## src/rtl/alu_pkg.sv

```systemverilog
// Shared types for the multi-cycle ALU: opcodes, FSM states and the all-ones constant.
// The MC_ALU_MUL_EN build option only changes how mc_alu decodes OP_MUL.
package alu_pkg;

    typedef enum logic [3:0] {
        OP_XOR   = 4'd0,
        OP_CMP   = 4'd1,
        OP_ADD   = 4'd2,
        OP_AND   = 4'd3,
        OP_SHIFT = 4'd4,
        OP_PASS  = 4'd5,
        OP_SUB   = 4'd6,
        OP_OR    = 4'd7,
        OP_MUL   = 4'd8
    } op_e;

    typedef enum logic [1:0] {
        IDLE = 2'd0,
        EXEC = 2'd1,
        DONE = 2'd2
    } state_e;

    // Widest datapath supported; users slice ALL_ONES down to their WIDTH.
    localparam int MAX_WIDTH = 64;
    localparam logic [MAX_WIDTH-1:0] ALL_ONES = '1;

endpackage

```

## src/rtl/mc_alu_iter.sv

```systemverilog
// Iterative engine: 1-bit-per-cycle logical shifter and, with MC_ALU_MUL_EN, a shift-add multiplier.
// o_result/o_carry show the value produced by the final iteration while o_done is high.
module mc_alu_iter #(
    parameter int WIDTH = 8,
    parameter int CNT_W = $clog2(WIDTH + 1)
) (
    input  logic             clk,
    input  logic             rst_n,
    input  logic             i_start,
    input  logic             i_left,
    input  logic [CNT_W-1:0] i_count,
    input  logic [WIDTH-1:0] i_a,
`ifdef MC_ALU_MUL_EN
    input  logic             i_mul,
    input  logic [WIDTH-1:0] i_b,
`endif
    output logic             o_done,
    output logic [WIDTH-1:0] o_result,
    output logic             o_carry
);

    logic             r_busy;
    logic             r_left;
    logic [CNT_W-1:0] r_cnt;
    logic [WIDTH-1:0] r_shreg;
    logic [WIDTH-1:0] w_shreg_nx;
    logic             w_carry_nx;
`ifdef MC_ALU_MUL_EN
    logic             r_mul;
    logic [WIDTH-1:0] r_mcand;
    logic [WIDTH-1:0] r_acc;
    logic [WIDTH-1:0] w_acc_nx;
    logic [WIDTH:0]   w_sum;
`endif

    always_comb begin
        w_shreg_nx = r_left ? {r_shreg[WIDTH-2:0], 1'b0} : {1'b0, r_shreg[WIDTH-1:1]};
        w_carry_nx = r_left ? r_shreg[WIDTH-1] : r_shreg[0];
`ifdef MC_ALU_MUL_EN
        // {r_acc, r_shreg} is the product register; multiplier bits leave from the bottom.
        w_sum    = {1'b0, r_acc} + (r_shreg[0] ? {1'b0, r_mcand} : {(WIDTH+1){1'b0}});
        w_acc_nx = r_acc;
        if (r_mul) begin
            w_acc_nx   = w_sum[WIDTH:1];
            w_shreg_nx = {w_sum[0], r_shreg[WIDTH-1:1]};
            w_carry_nx = |w_sum[WIDTH:1];
        end
`endif
    end

    assign o_done   = r_busy && (r_cnt == CNT_W'(1));
    assign o_result = w_shreg_nx;
    assign o_carry  = w_carry_nx;

    always_ff @(posedge clk or negedge rst_n) begin
        if (!rst_n) begin
            r_busy  <= 1'b0;
            r_left  <= 1'b0;
            r_cnt   <= '0;
            r_shreg <= '0;
`ifdef MC_ALU_MUL_EN
            r_mul   <= 1'b0;
            r_mcand <= '0;
            r_acc   <= '0;
`endif
        end else if (i_start) begin
            r_busy  <= 1'b1;
            r_left  <= i_left;
            r_cnt   <= i_count;
            r_shreg <= i_a;
`ifdef MC_ALU_MUL_EN
            r_mul   <= i_mul;
            r_mcand <= i_a;
            r_acc   <= '0;
            if (i_mul) begin
                r_shreg <= i_b;
            end
`endif
        end else if (r_busy) begin
            r_cnt   <= r_cnt - CNT_W'(1);
            r_shreg <= w_shreg_nx;
`ifdef MC_ALU_MUL_EN
            r_acc   <= w_acc_nx;
`endif
            if (o_done) begin
                r_busy <= 1'b0;
            end
        end
    end

endmodule

```

## src/rtl/mc_alu.sv

```systemverilog
// Multi-cycle ALU with valid/ready on both sides; result and flags are held until consumed.
// Define MC_ALU_MUL_EN to enable the iterative multiplier on OP_MUL (otherwise OP_MUL is illegal).
module mc_alu
    import alu_pkg::*;
#(
    parameter int WIDTH   = 8,
    parameter int SHAMT_W = $clog2(WIDTH)
) (
    input  logic             clk,
    input  logic             rst_n,
    input  logic             in_valid,
    output logic             in_ready,
    input  logic [3:0]       op,
    input  logic [WIDTH-1:0] input1,
    input  logic [WIDTH-1:0] input2,
    output logic             out_valid,
    input  logic             out_ready,
    output logic [WIDTH-1:0] result,
    output logic             zero,
    output logic             carry,
    output logic             negative,
    output logic [1:0]       o_dbg_state
);

    // Handshake: a transfer happens on a rising edge where valid and ready are both high;
    // ready never depends combinationally on valid, and the producer holds data while valid&!ready.

    localparam int CNT_W = $clog2(WIDTH + 1);
    localparam logic [WIDTH-1:0] W_ONES = ALL_ONES[WIDTH-1:0];

    state_e             r_state;
    state_e             w_state_nx;
    logic               w_accept;
    logic               w_iter_op;
    logic               w_is_mul;
    logic               w_iter_start;
    logic               w_iter_done;
    logic [SHAMT_W-1:0] w_shamt;
    logic               w_shift_left;
    logic [CNT_W-1:0]   w_iter_cnt;
    logic [WIDTH:0]     w_add;
    logic [WIDTH:0]     w_sub;
    logic [WIDTH-1:0]   w_simple_res;
    logic               w_simple_carry;
    logic [WIDTH-1:0]   w_iter_res;
    logic               w_iter_carry;
    logic               w_load;
    logic [WIDTH-1:0]   w_load_res;
    logic               w_load_carry;
    logic [WIDTH-1:0]   r_result;
    logic               r_zero;
    logic               r_carry;
    logic               r_negative;

    assign w_accept     = in_valid & in_ready;
    assign w_shamt      = input2[SHAMT_W-1:0];
    assign w_shift_left = input2[SHAMT_W];
    assign w_add        = {1'b0, input1} + {1'b0, input2};
    assign w_sub        = {1'b0, input1} - {1'b0, input2};

`ifdef MC_ALU_MUL_EN
    assign w_is_mul = (op == OP_MUL);
`else
    assign w_is_mul = 1'b0;
`endif

    // A zero-amount shift is just a pass-through, so it takes the single-cycle path.
    assign w_iter_op    = w_is_mul || ((op == OP_SHIFT) && (w_shamt != '0));
    assign w_iter_start = w_accept & w_iter_op;
    assign w_iter_cnt   = w_is_mul ? CNT_W'(WIDTH) : CNT_W'(w_shamt);

    always_comb begin
        w_simple_res   = W_ONES;
        w_simple_carry = 1'b0;
        case (op)
            OP_XOR:   w_simple_res = input1 ^ input2;
            OP_CMP:   w_simple_res = {{(WIDTH-1){1'b0}}, (input1 != input2)};
            OP_ADD: begin
                w_simple_res   = w_add[WIDTH-1:0];
                w_simple_carry = w_add[WIDTH];
            end
            OP_AND:   w_simple_res = input1 & input2;
            OP_SHIFT: w_simple_res = input1;
            OP_PASS:  w_simple_res = input1;
            OP_SUB: begin
                w_simple_res   = w_sub[WIDTH-1:0];
                w_simple_carry = w_sub[WIDTH];
            end
            OP_OR:    w_simple_res = input1 | input2;
            default:  w_simple_res = W_ONES;
        endcase
    end

    mc_alu_iter #(
        .WIDTH (WIDTH),
        .CNT_W (CNT_W)
    ) u_iter (
        .clk      (clk),
        .rst_n    (rst_n),
        .i_start  (w_iter_start),
        .i_left   (w_shift_left),
        .i_count  (w_iter_cnt),
        .i_a      (input1),
`ifdef MC_ALU_MUL_EN
        .i_mul    (w_is_mul),
        .i_b      (input2),
`endif
        .o_done   (w_iter_done),
        .o_result (w_iter_res),
        .o_carry  (w_iter_carry)
    );

    always_ff @(posedge clk or negedge rst_n) begin
        if (!rst_n) begin
            r_state <= IDLE;
        end else begin
            r_state <= w_state_nx;
        end
    end

    always_comb begin
        w_state_nx = r_state;
        case (r_state)
            IDLE:    if (w_accept)    w_state_nx = w_iter_op ? EXEC : DONE;
            EXEC:    if (w_iter_done) w_state_nx = DONE;
            DONE:    if (out_ready)   w_state_nx = IDLE;
            default: w_state_nx = IDLE;
        endcase
    end

    always_comb begin
        in_ready    = (r_state == IDLE);
        out_valid   = (r_state == DONE);
        o_dbg_state = r_state;
    end

    assign w_load       = (w_accept & ~w_iter_op) | ((r_state == EXEC) & w_iter_done);
    assign w_load_res   = (r_state == EXEC) ? w_iter_res   : w_simple_res;
    assign w_load_carry = (r_state == EXEC) ? w_iter_carry : w_simple_carry;

    always_ff @(posedge clk or negedge rst_n) begin
        if (!rst_n) begin
            r_result   <= '0;
            r_zero     <= 1'b0;
            r_carry    <= 1'b0;
            r_negative <= 1'b0;
        end else if (w_load) begin
            r_result   <= w_load_res;
            r_zero     <= (w_load_res == '0);
            r_carry    <= w_load_carry;
            r_negative <= w_load_res[WIDTH-1];
        end
    end

    assign result   = r_result;
    assign zero     = r_zero;
    assign carry    = r_carry;
    assign negative = r_negative;

endmodule
```

## config.mk

```make
export PLATFORM = sky130hd
export DESIGN_NAME = mc_alu
export DESIGN_NICKNAME = d
export VERILOG_FILES = /design/src/rtl/alu_pkg.sv /design/src/rtl/mc_alu_iter.sv /design/src/rtl/mc_alu.sv
export SDC_FILE = /design/constraint.sdc
export NUM_CORES = 1
export LEC_CHECK = 0
export ABC_AREA = 1
export CAP_MARGIN = 20
export CORE_AREA = 4 4 75 77
export DETAILED_ROUTE_END_ITERATION = 16
export DIE_AREA = 0 0 79 81
export GPL_TIMING_DRIVEN = 1
export PLACE_DENSITY = 0.88
export SETUP_SLACK_MARGIN = 0.05
export SYNTH_ARGS = -nofsm -noshare
export SYNTH_HDL_FRONTEND = slang
export SYNTH_SLANG_ARGS = --single-unit
export TNS_END_PERCENT = 5
```

## constraint.sdc

```tcl
create_clock -name clk -period 4.6 [get_ports clk]
set_clock_uncertainty 0.05 [all_clocks]
set_input_delay 1.38 -clock clk [delete_from_list [all_inputs] [get_ports clk]]
set_output_delay 1.38 -clock clk [all_outputs]
set_load 0.02 [all_outputs]
```

==> flow_metrics.tcl, run 1 <==
set metrics [dict create \
    fillers 487 \
    slowest_stage "clkdlybuf4s50_1" \
    syn_to_final_growth_pct 17.7 \
    worstPathRequired_ns 4.72 \
    final_cell_mix "nand2_1, inv_1, nor2_1" \
    die_x_um 79 \
    vias 2882 \
    worstSetupEndpointType "flop" \
    clock-root-buffer "clkbuf_8" \
    totalPowerFinal_uw 1080 \
    grt_max_degree 22 \
    clkTransAtPathRegs_ns 0.09 \
    slew_violations 0 \
    cts.repair.resized 0 \
    routed_wl_um 7560 \
    clock_latency_ns 0.27 \
    power_switching_share_pct 43.4 \
    synth_seq_cells 26 \
    dieArea_mm2 0.00640 \
    crit_family "simple AND/OR/NAND/NOR gates" \
    finalHoldViolations 0 \
    cp_slowest_stage_delay_ns 0.50 \
    die_y_um 81 \
    critPathBufInv 3 \
    gp_congestion 0.950 \
    endpoint "zero" \
    clock.fmax_mhz 283 \
    wire_per_inst_um 14.3 \
    path_class "primary input to flop" \
    max-slew-margin-rel_pct 34.9 \
    p_comb_share_pct 50.6 \
    pwr-share-seq_pct 35.7 \
    finalSetupViolations 0 \
    htree_num_levels 1 \
    p_leak_uw 0.00161 \
    worstSetupStartpointType "primary input" \
    portBuffers 38 \
    arrival_ns 3.65 \
    period_minus_slack_ns 3.53 \
    pwr-share-clk_pct 13.7 \
    coreArea_mm2 0.00501 \
    drive_above_1_share_pct 2.62 \
    fin_tns_setup_ns 0 \
    post_cts_buffers 0 \
    fin_ws_ns 1.07 \
    hold_buffers 0 \
    cts_tree "yes" \
    power.internal_uw 609 \
    cts-buffers-inserted 3 \
    grt_usage_pct 24.6 \
    switchingPower_uw 467 \
    final_common_cell "nand2_1" \
    synth_nets 478 \
    ys_seq_area_share_pct 24.4 \
    grt_pass1_wl_um 12500 \
    drtIter0Drc 283 \
    r2r_slack_ns 2.42 \
    yosys_warnings 0 \
    worst-r2r-cell-count 9 \
    synthCells 425 \
    rows 26 \
    r2r-end "zero" \
    crit_chain "clkdlybuf4s50_1, inv_1, ha_1, fa_1, inv_1, nand2_1, nand2_1, nand2_1, nor2_1, nor2_1, nand2_1, nand3_1, nand3_1, nand2_1, nand3_1, nand2_1" \
    ir_worst_vdd_v 0.000361 \
    fin_crit_sh_pct 76.7 \
    start_util_pct 53.2 \
    min_path_type "flop to flop" \
    powerDensity_mw_per_mm2 343 \
    avgSynthCellArea_um2 6.28 \
    drc 0 \
    path_depth 16 \
    crit_top_cell "nand2_1" \
    reg2reg_from "o_dbg_state[0]" \
    viasPerCell 5.46 \
    grt_pass1_vias 2634 \
    status "completed" \
    crit_fanout 3 \
    ios 39 \
    yosysUniqueCellTypes 32 \
    critPathLaunch "input1[0]" \
    first_pass_iters 6 \
    numClockSinks 26 \
    timing.max_cap.violations 0 \
    dp_hpwl_um 5950 \
    drtAntennaViolNets 0 \
    grt.overflow.total 0 \
    grt_setup_unrepaired "false" \
    final_nets 512 \
    place_ws_ns 0.809 \
    holdCritStartpoint "result[2]" \
    clockBufferDepth 2 \
    tightest_slew_ns 0.973 \
    antenna_found_initial 0 \
    antenna_cells 0 \
    syn_area_mm2 0.00267 \
]
-- per-layer routing --
layer  vias to the layer above  routed length [um]  share of wire, %  track usage (%)
met1                      1295                3120                41             32.0
met4                         0                 180               2.4             5.67
met3                        19                 535               7.1             3.77
li1                       1421                   -                 -                -
met2                       147                3720                49             43.2
met5                         -                   0                 0                0
-- area by class of cell --
class                           count  area [um2]  area share [%]
Tap cell                           70        87.6            2.79
Sequential cell                    26         651            20.7
Inverter                           65         244            7.77
Multi-Input combinational cell    324        1710            54.6
Clock buffer                        4        55.1            1.75
Timing Repair Buffer               39         388            12.4
-- registers in the layout, indices dropped and copies added, names as in the netlist --
register and flops:
u_iter.r_busy 1, o_dbg_state 2, carry 1, zero 1
u_iter.r_left 1, u_iter.r_shreg 8, u_iter.r_cnt 4, result 8
-- worst min path at each step --
stage,to,slack [ns],depth (start not counted)
2_1_floorplan,u_iter.r_shreg[0],0.46,2
3_3_place_gp,result[4],0.42,2
3_5_place_dp,result[2],0.42,2
4_1_cts,result[2],0.44,2
5_1_grt,result[0],0.47,2
6_report,result[2],0.44,2
-- worst min-delay path: stages, from the launching register on --
cell and delay, ns:
dfrtp_1 0.35, nand2_1 0.05, o21ai_0 0.06
-- power groups by stage --
stage / clock (uW) / combinational [uW] / sequential, uW
global route: 162 / 613 / 396
global placement: 0 / 530 / 383
CTS: 151 / 541 / 382
finish: 147 / 545 / 384
floorplan: 0 / 324 / 404
detailed placement: 0 / 536 / 386
-- Yosys cell counts --
master	number	area, um2
nand3_1	37	185
a21oi_2	1	8.76
o31ai_1	1	7.51
inv_2	1	3.75
nand4_1	4	25.0
buf_2	5	25.0
o311ai_0	2	17.5
nand3_2	1	10.0
o2111ai_1	1	8.76
inv_1	64	240
fa_1	2	40.0
nor2_2	2	12.5
o21bai_1	2	15.0
nor2_1	53	199
xor2_1	1	8.76
clkbuf_1	2	7.51
o21ai_1	2	10.0
o21ai_0	28	140
nand3b_1	1	7.51
nand2_1	134	503
ha_1	27	338
nor2_4	1	11.3
nor3_4	1	16.3
and2_1	2	12.5
nor3_1	3	15.0
o22ai_1	1	6.26
dfrtp_1	26	651
buf_4	2	15.0
buf_6	1	11.3
a21oi_1	8	40.0
or2_1	1	6.26
o221ai_1	8	70.1
-- cell families after synthesis --
kind of cell,share of synthesized area [%]
fa+ha+maj,14.2
flops,24.4
simple gates,37.6
compound gates,12.1
xor+xnor,0.328
buf+inv,11.4
-- stage by stage --
stage | instance area [um2] | hold WS [ns] | instances | utilization (%)
after floorplan | 2670 | 0.457 | 425 | -
after global placement | 3080 | 0.416 | 524 | 61.6
after detailed placement | 3080 | 0.422 | 524 | 61.6
after CTS | 3140 | 0.444 | 528 | 62.7
after global routing | 3140 | 0.471 | 528 | 62.7
final | 3140 | 0.439 | 528 | 62.7
(Power assumes the default switching activity.)
==> run 2: changes to the inputs <==
- CORE_AREA: 4 4 75 77 -> 4 4 79 81
- DIE_AREA: 0 0 79 81 -> 0 0 83 85
- PLACE_DENSITY: 0.88 -> 0.84
- clock period: 4.6 -> 2.85 ns (I/O delays scaled with it)
==> flow_metrics.tcl, run 2 (synthesized netlist as in run 1, its figures left out) <==
set metrics [dict create \
    max-slew-margin-rel_pct 69.9 \
    wire_per_inst_um 13.9 \
    final_common_cell "nand2_1" \
    grt.overflow.total 0 \
    worst-r2r-cell-count 15 \
    drtIter0Drc 251 \
    critPathBufInv 5 \
    hold_buffers 0 \
    path_class "primary input to flop" \
    crit_chain "clkdlybuf4s50_1, inv_1, ha_4, inv_1, buf_4, nand2_1, nand2_1, nor2_1, nor2_1, nand3_1, nand2_1, nand2_1, inv_1, nand2_1, nor2_1, nand3_1, nand2_1" \
    drtAntennaViolNets 0 \
    cts-buffers-inserted 3 \
    totalPowerFinal_uw 1930 \
    slew_violations 0 \
    drc 0 \
    powerDensity_mw_per_mm2 528 \
    die_y_um 85 \
    crit_fanout 6 \
    slowest_stage "clkdlybuf4s50_1" \
    final_cells 584 \
    rows 27 \
    grt_usage_pct 22.8 \
    grt_pass1_vias 2942 \
    viasPerCell 5.24 \
    fillers 508 \
    dieArea_mm2 0.00706 \
    drive_above_1_share_pct 16.2 \
    portBuffers 38 \
    grt_pass1_wl_um 13500 \
    finalSetupViolations 0 \
    timing.max_cap.violations 0 \
    antenna_cells 0 \
    numClockSinks 26 \
    clock_latency_ns 0.28 \
    path_depth 17 \
    dp_hpwl_um 6500 \
    min_path_type "flop to flop" \
    fin_tns_setup_ns 0 \
    p_leak_uw 0.00192 \
    holdWs_ns 0.452 \
    clock.fmax_mhz 375 \
    vias 3060 \
    grt_max_degree 27 \
    syn_to_final_growth_pct 36.6 \
    finalHoldViolations 0 \
    clockBufferDepth 2 \
    crit_family "simple AND/OR/NAND/NOR gates" \
    htree_num_levels 1 \
    clkTransAtPathRegs_ns 0.09 \
    final_cell_mix "nand2_1, inv_1, buf_4" \
    cp_slowest_stage_delay_ns 0.48 \
    clock-root-buffer "clkbuf_8" \
    whs_path_depth 2 \
    grt_setup_unrepaired "false" \
    ios 39 \
    final_nets 566 \
    gp_congestion 1.00 \
    ir_worst_vdd_v 0.000559 \
    dpl.cell_count 578 \
    routed_wl_um 8140 \
    coreArea_mm2 0.00547 \
    antenna_found_initial 0 \
    start_util_pct 48.7 \
    crit_top_cell "nand2_1" \
    worstSetupEndpointType "flop" \
    cts_tree "yes" \
    worstSetupStartpointType "primary input" \
    arrival_ns 2.84 \
    first_pass_iters 6 \
    die_x_um 83 \
    fin_crit_sh_pct 93.6 \
    worstPathRequired_ns 3.02 \
    tightest_slew_ns 0.451 \
    period_minus_slack_ns 2.67 \
    status "completed" \
]
==> run 2: cell types whose count changed in the layout (fill, tap and decap cells not counted), moves of 3 or more <==
| cell | before | now |
|---|---|---|
| nand2_1 | 134 | 131 |
| buf_4 | 1 | 54 |
| nor2_2 | 2 | 5 |
| nor2_1 | 53 | 50 |
| dlymetal6s2s_1 | 0 | 3 |
| nand2_2 | 0 | 3 |
| clkdlybuf4s50_1 | 38 | 34 |
| ha_1 | 27 | 23 |
==> run 2: worst min-delay path: cells and delay by family (launching register included) <==
kind / cells / cell delay [ns]
AOI/OAI and AO/OA: 1 / 0.06
DFF: 1 / 0.35
and+or+nand+nor: 1 / 0.05
==> run 2: cell type report <==
type	instances	area [um2]	area share (%)
multi-input cells	324	1780	48.7
flip-flops and latches	26	651	17.9
well taps	72	90.1	2.47
clock inverters	1	30.0	0.824
inverters	65	244	6.69
repair buffers	93	812	22.3
clock buffers	3	41.3	1.13
==> run 2: layer usage <==
layer	vias up	global-route usage, %	part of all wire, %
met3	25	3.50	6.8
li1	1521	-	-
met1	1376	28.9	41
met4	0	6.39	2.9
met5	-	0	0
met2	138	40.2	49
==> run 2: final timing paths <==
check	start	end	slack, ns
max in group asynchronous	rst_n	u_iter.r_shreg[7]	1.61
worst max-delay path	input1[2]	zero	0.18
worst max register to register	o_dbg_state[0]	zero	0.93
min in group asynchronous	rst_n	o_dbg_state[0]	0.88
worst min register to register	result[5]	result[5]	0.45
worst min-delay path	result[5]	result[5]	0.45
==> run 2: repair_timing <==
| item | in CTS | in global routing |
|---|---|---|
| pin swaps | 2 | 12 |
| resized for setup | 2 | 23 |
| gates cloned | 0 | 0 |
| buffers inserted | 0 | 2 |
| endpoints found under the setup margin | 1 | 7 |
==> run 2: power breakdown <==
group          switching [uW]  internal [uW]  leakage, uW
Clock                     124            188    0.0000357
Combinational             562            424      0.00156
Sequential                118            509     0.000323
Total                     804           1120      0.00192
==> run 2: stage by stage <==
stage	instance area (um2)	setup slack, ns	util (%)
floorplan	2670	0.442	-
global placement	3490	-0.269	63.8
detailed placement	3490	-0.345	63.8
CTS	3560	0.0963	65.1
global route	3640	0.0308	66.6
finish	3640	0.183	66.6
==> run 3: changes to the inputs <==
- CORE_AREA: 4 4 79 81 -> 4 4 80 82
- DIE_AREA: 0 0 83 85 -> 0 0 84 86
- GPL_ROUTABILITY_DRIVEN: unset -> 0
- SYNTH_HIERARCHICAL: unset -> 1
==> flow_metrics.tcl, run 3 <==
set metrics [dict create \
    final_nets 569 \
    syn_area_mm2 0.00276 \
    avgSynthCellArea_um2 6.41 \
    slowest_stage "clkdlybuf4s50_1" \
    antenna_found_initial 0 \
    finalHoldViolations 0 \
    crit_top_cell "nand2_1" \
    fin_tns_setup_ns 0 \
    reg2reg_from "o_dbg_state[0]" \
    ys_seq_area_share_pct 23.6 \
    worstSetupStartpointType "primary input" \
    final_common_cell "nand2_1" \
    path_class "primary input to flop" \
    ir_worst_vdd_v 0.000400 \
    drc 0 \
    synthTopCellsByArea "dfrtp_1, nand2_1, ha_1" \
    fillers 516 \
    worstPathRequired_ns 3.02 \
    dpl.cell_count 586 \
    synth-async-reset-ratio_pct 100 \
    die_x_um 84 \
    final_cells 590 \
    synth_nets 483 \
    fin_ws_ns 0.0945 \
    synth_edf_count 0 \
    r2r-end "zero" \
    whs_endpoint "result[3]" \
    antenna_cells 0 \
    numClockSinks 26 \
    place_ws_ns -0.262 \
    portBuffers 38 \
    worstSetupEndpointType "flop" \
    hold_buffers 0 \
    start_util_pct 48.0 \
    finalSetupViolations 0 \
    yosys_warnings 6 \
    drive_above_1_share_pct 18.1 \
    worst-r2r-cell-count 11 \
    clockBufferDepth 2 \
    syn_to_final_growth_pct 33.8 \
    r2r_slack_ns 0.89 \
    grt.overflow.total 0 \
    vias 3128 \
    crit_family "simple AND/OR/NAND/NOR gates" \
    drtAntennaViolNets 0 \
    arrival_ns 2.93 \
    multiInputGateArea_mm2 0.00184 \
    status "completed" \
    whs_path_depth 2 \
    synthCells 430 \
    fin_crit_sh_pct 96.7 \
    holdCritStartpoint "result[3]" \
    synth_ff_type "dfrtp_1" \
    grt_pass1_vias 3059 \
    critPathBufInv 3 \
    dieArea_mm2 0.00722 \
    synth_common_cells "nand2_1, inv_1, nor2_1" \
    first_pass_iters 5 \
    yosysTopAreaCell "dfrtp_1" \
    viasPerCell 5.30 \
    coreArea_mm2 0.00575 \
    min_path_type "flop to flop" \
    cts_tree "yes" \
    powerDensity_mw_per_mm2 538 \
    synth_top_area_share_pct 23.6 \
    critPathLaunch "op[3]" \
    crit_chain "clkdlybuf4s50_1, nor2_1, buf_4, nand2_1, nor2_1, nor3_1, nand3_1, a21oi_2, nand2_1, inv_1, nand2_1, nand2_1" \
    rows 28 \
    dp_hpwl_um 6420 \
    routed_wl_um 8060 \
    post_cts_buffers 0 \
    grt_max_degree 27 \
    die_y_um 86 \
    grt_usage_pct 22.1 \
    drtIter0Drc 194 \
    period_minus_slack_ns 2.76 \
    grt_setup_unrepaired "false" \
    cp_slowest_stage_delay_ns 0.64 \
    max-slew-margin-rel_pct 64.9 \
    clock.fmax_mhz 363 \
    p_leak_uw 0.00191 \
    ios 39 \
    clock_latency_ns 0.27 \
    synth_seq_cells 26 \
    grt_pass1_wl_um 13300 \
    htree_num_levels 1 \
    slew_violations 0 \
    final_cell_mix "nand2_1, inv_1, buf_4" \
    synth.most_common_cell "nand2_1" \
    cts-buffers-inserted 3 \
    clkTransAtPathRegs_ns 0.09 \
    yosysUniqueCellTypes 41 \
    tightest_slew_ns 0.525 \
    timing.max_cap.violations 0 \
    wire_per_inst_um 13.7 \
    final-seq-area_um2 651 \
    crit_fanout 6 \
    clock-root-buffer "clkbuf_8" \
]
==> run 3: cell types whose count changed after synthesis, sizes merged, moves of 3 or more <==
| cell | change |
|---|---|
| nor2 | -8 |
| o221ai | -8 |
| or2 | +6 |
| o211ai | +4 |
| a21oi | +3 |
| nand3 | +3 |
| nand4 | +3 |
| o21ai | -3 |
==> run 3: what timing repair did <==
action,in CTS,in global routing
pin swaps,0,1
setup endpoints to repair,1,2
resized for setup,1,16
==> run 3: logic make-up after synthesis <==
family / after synthesis / synth area share [%]
and+or+nand+nor: 245 / 38.3
buffers and inverters: 73 / 11.5
AOI/OAI and AO/OA: 53 / 11.8
adders and majority gates: 29 / 13.7
DFF: 26 / 23.6
xor gates and xnor gates: 3 / 0.954
other: 1 / 0.136
==> run 3: stage by stage <==
stage / area [um2] / util (%) / hold WS (ns) / power (uW)
after floorplan: 2760 / - / 0.415 / 1250
after global placement: 3560 / 62.0 / 0.415 / 1610
after detailed placement: 3560 / 62.0 / 0.423 / 1650
after CTS: 3630 / 63.2 / 0.445 / 1970
after global routing: 3690 / 64.2 / 0.460 / 2130
final: 3690 / 64.2 / 0.440 / 1980
==> run 3: how the worst max path moves through the flow <==
stage,endpoint,slack [ns],depth (start not counted)
after floorplan,zero,0.45,13
after global placement,zero,-0.19,15
after detailed placement,zero,-0.26,15
after CTS,zero,0.07,14
after global routing,zero,0.04,15
final,zero,0.09,12
==> run 3: power by group <==
group          internal [uW]  switching (uW)  leakage (uW)
logic                    461             584       0.00154
registers                508             122      0.000330
clock network            188             119     0.0000357
total                   1160             825       0.00191
==> run 3: layout make-up <==
cell class / count / area share, %
Clock buffer: 3 / 1.12
Tap cell: 75 / 2.55
Timing Repair Buffer: 90 / 21.3
Sequential cell: 26 / 17.7
Clock inverter: 1 / 0.815
Multi-Input combinational cell: 331 / 50.0
Inverter: 64 / 6.59
==> run 3: layer usage <==
layer / vias to the layer above / track usage (%) / wire (um)
met4: 0 / 9.06 / 284
met2: 173 / 40.4 / 3960
li1: 1523 / - / -
met1: 1400 / 26.8 / 3200
met3: 32 / 1.92 / 610
met5: - / 0 / 0
==> run 3: worst reg2reg max path, stage by stage, from the launching register on <==
cell	delay, ns
dfrtp_1	0.42
inv_2	0.10
nor2_4	0.06
nor2_2	0.29
o21ai_1	0.13
nor3_1	0.31
nand3_1	0.18
a21oi_2	0.15
nand2_1	0.06
inv_1	0.06
nand2_1	0.05
nand2_1	0.05
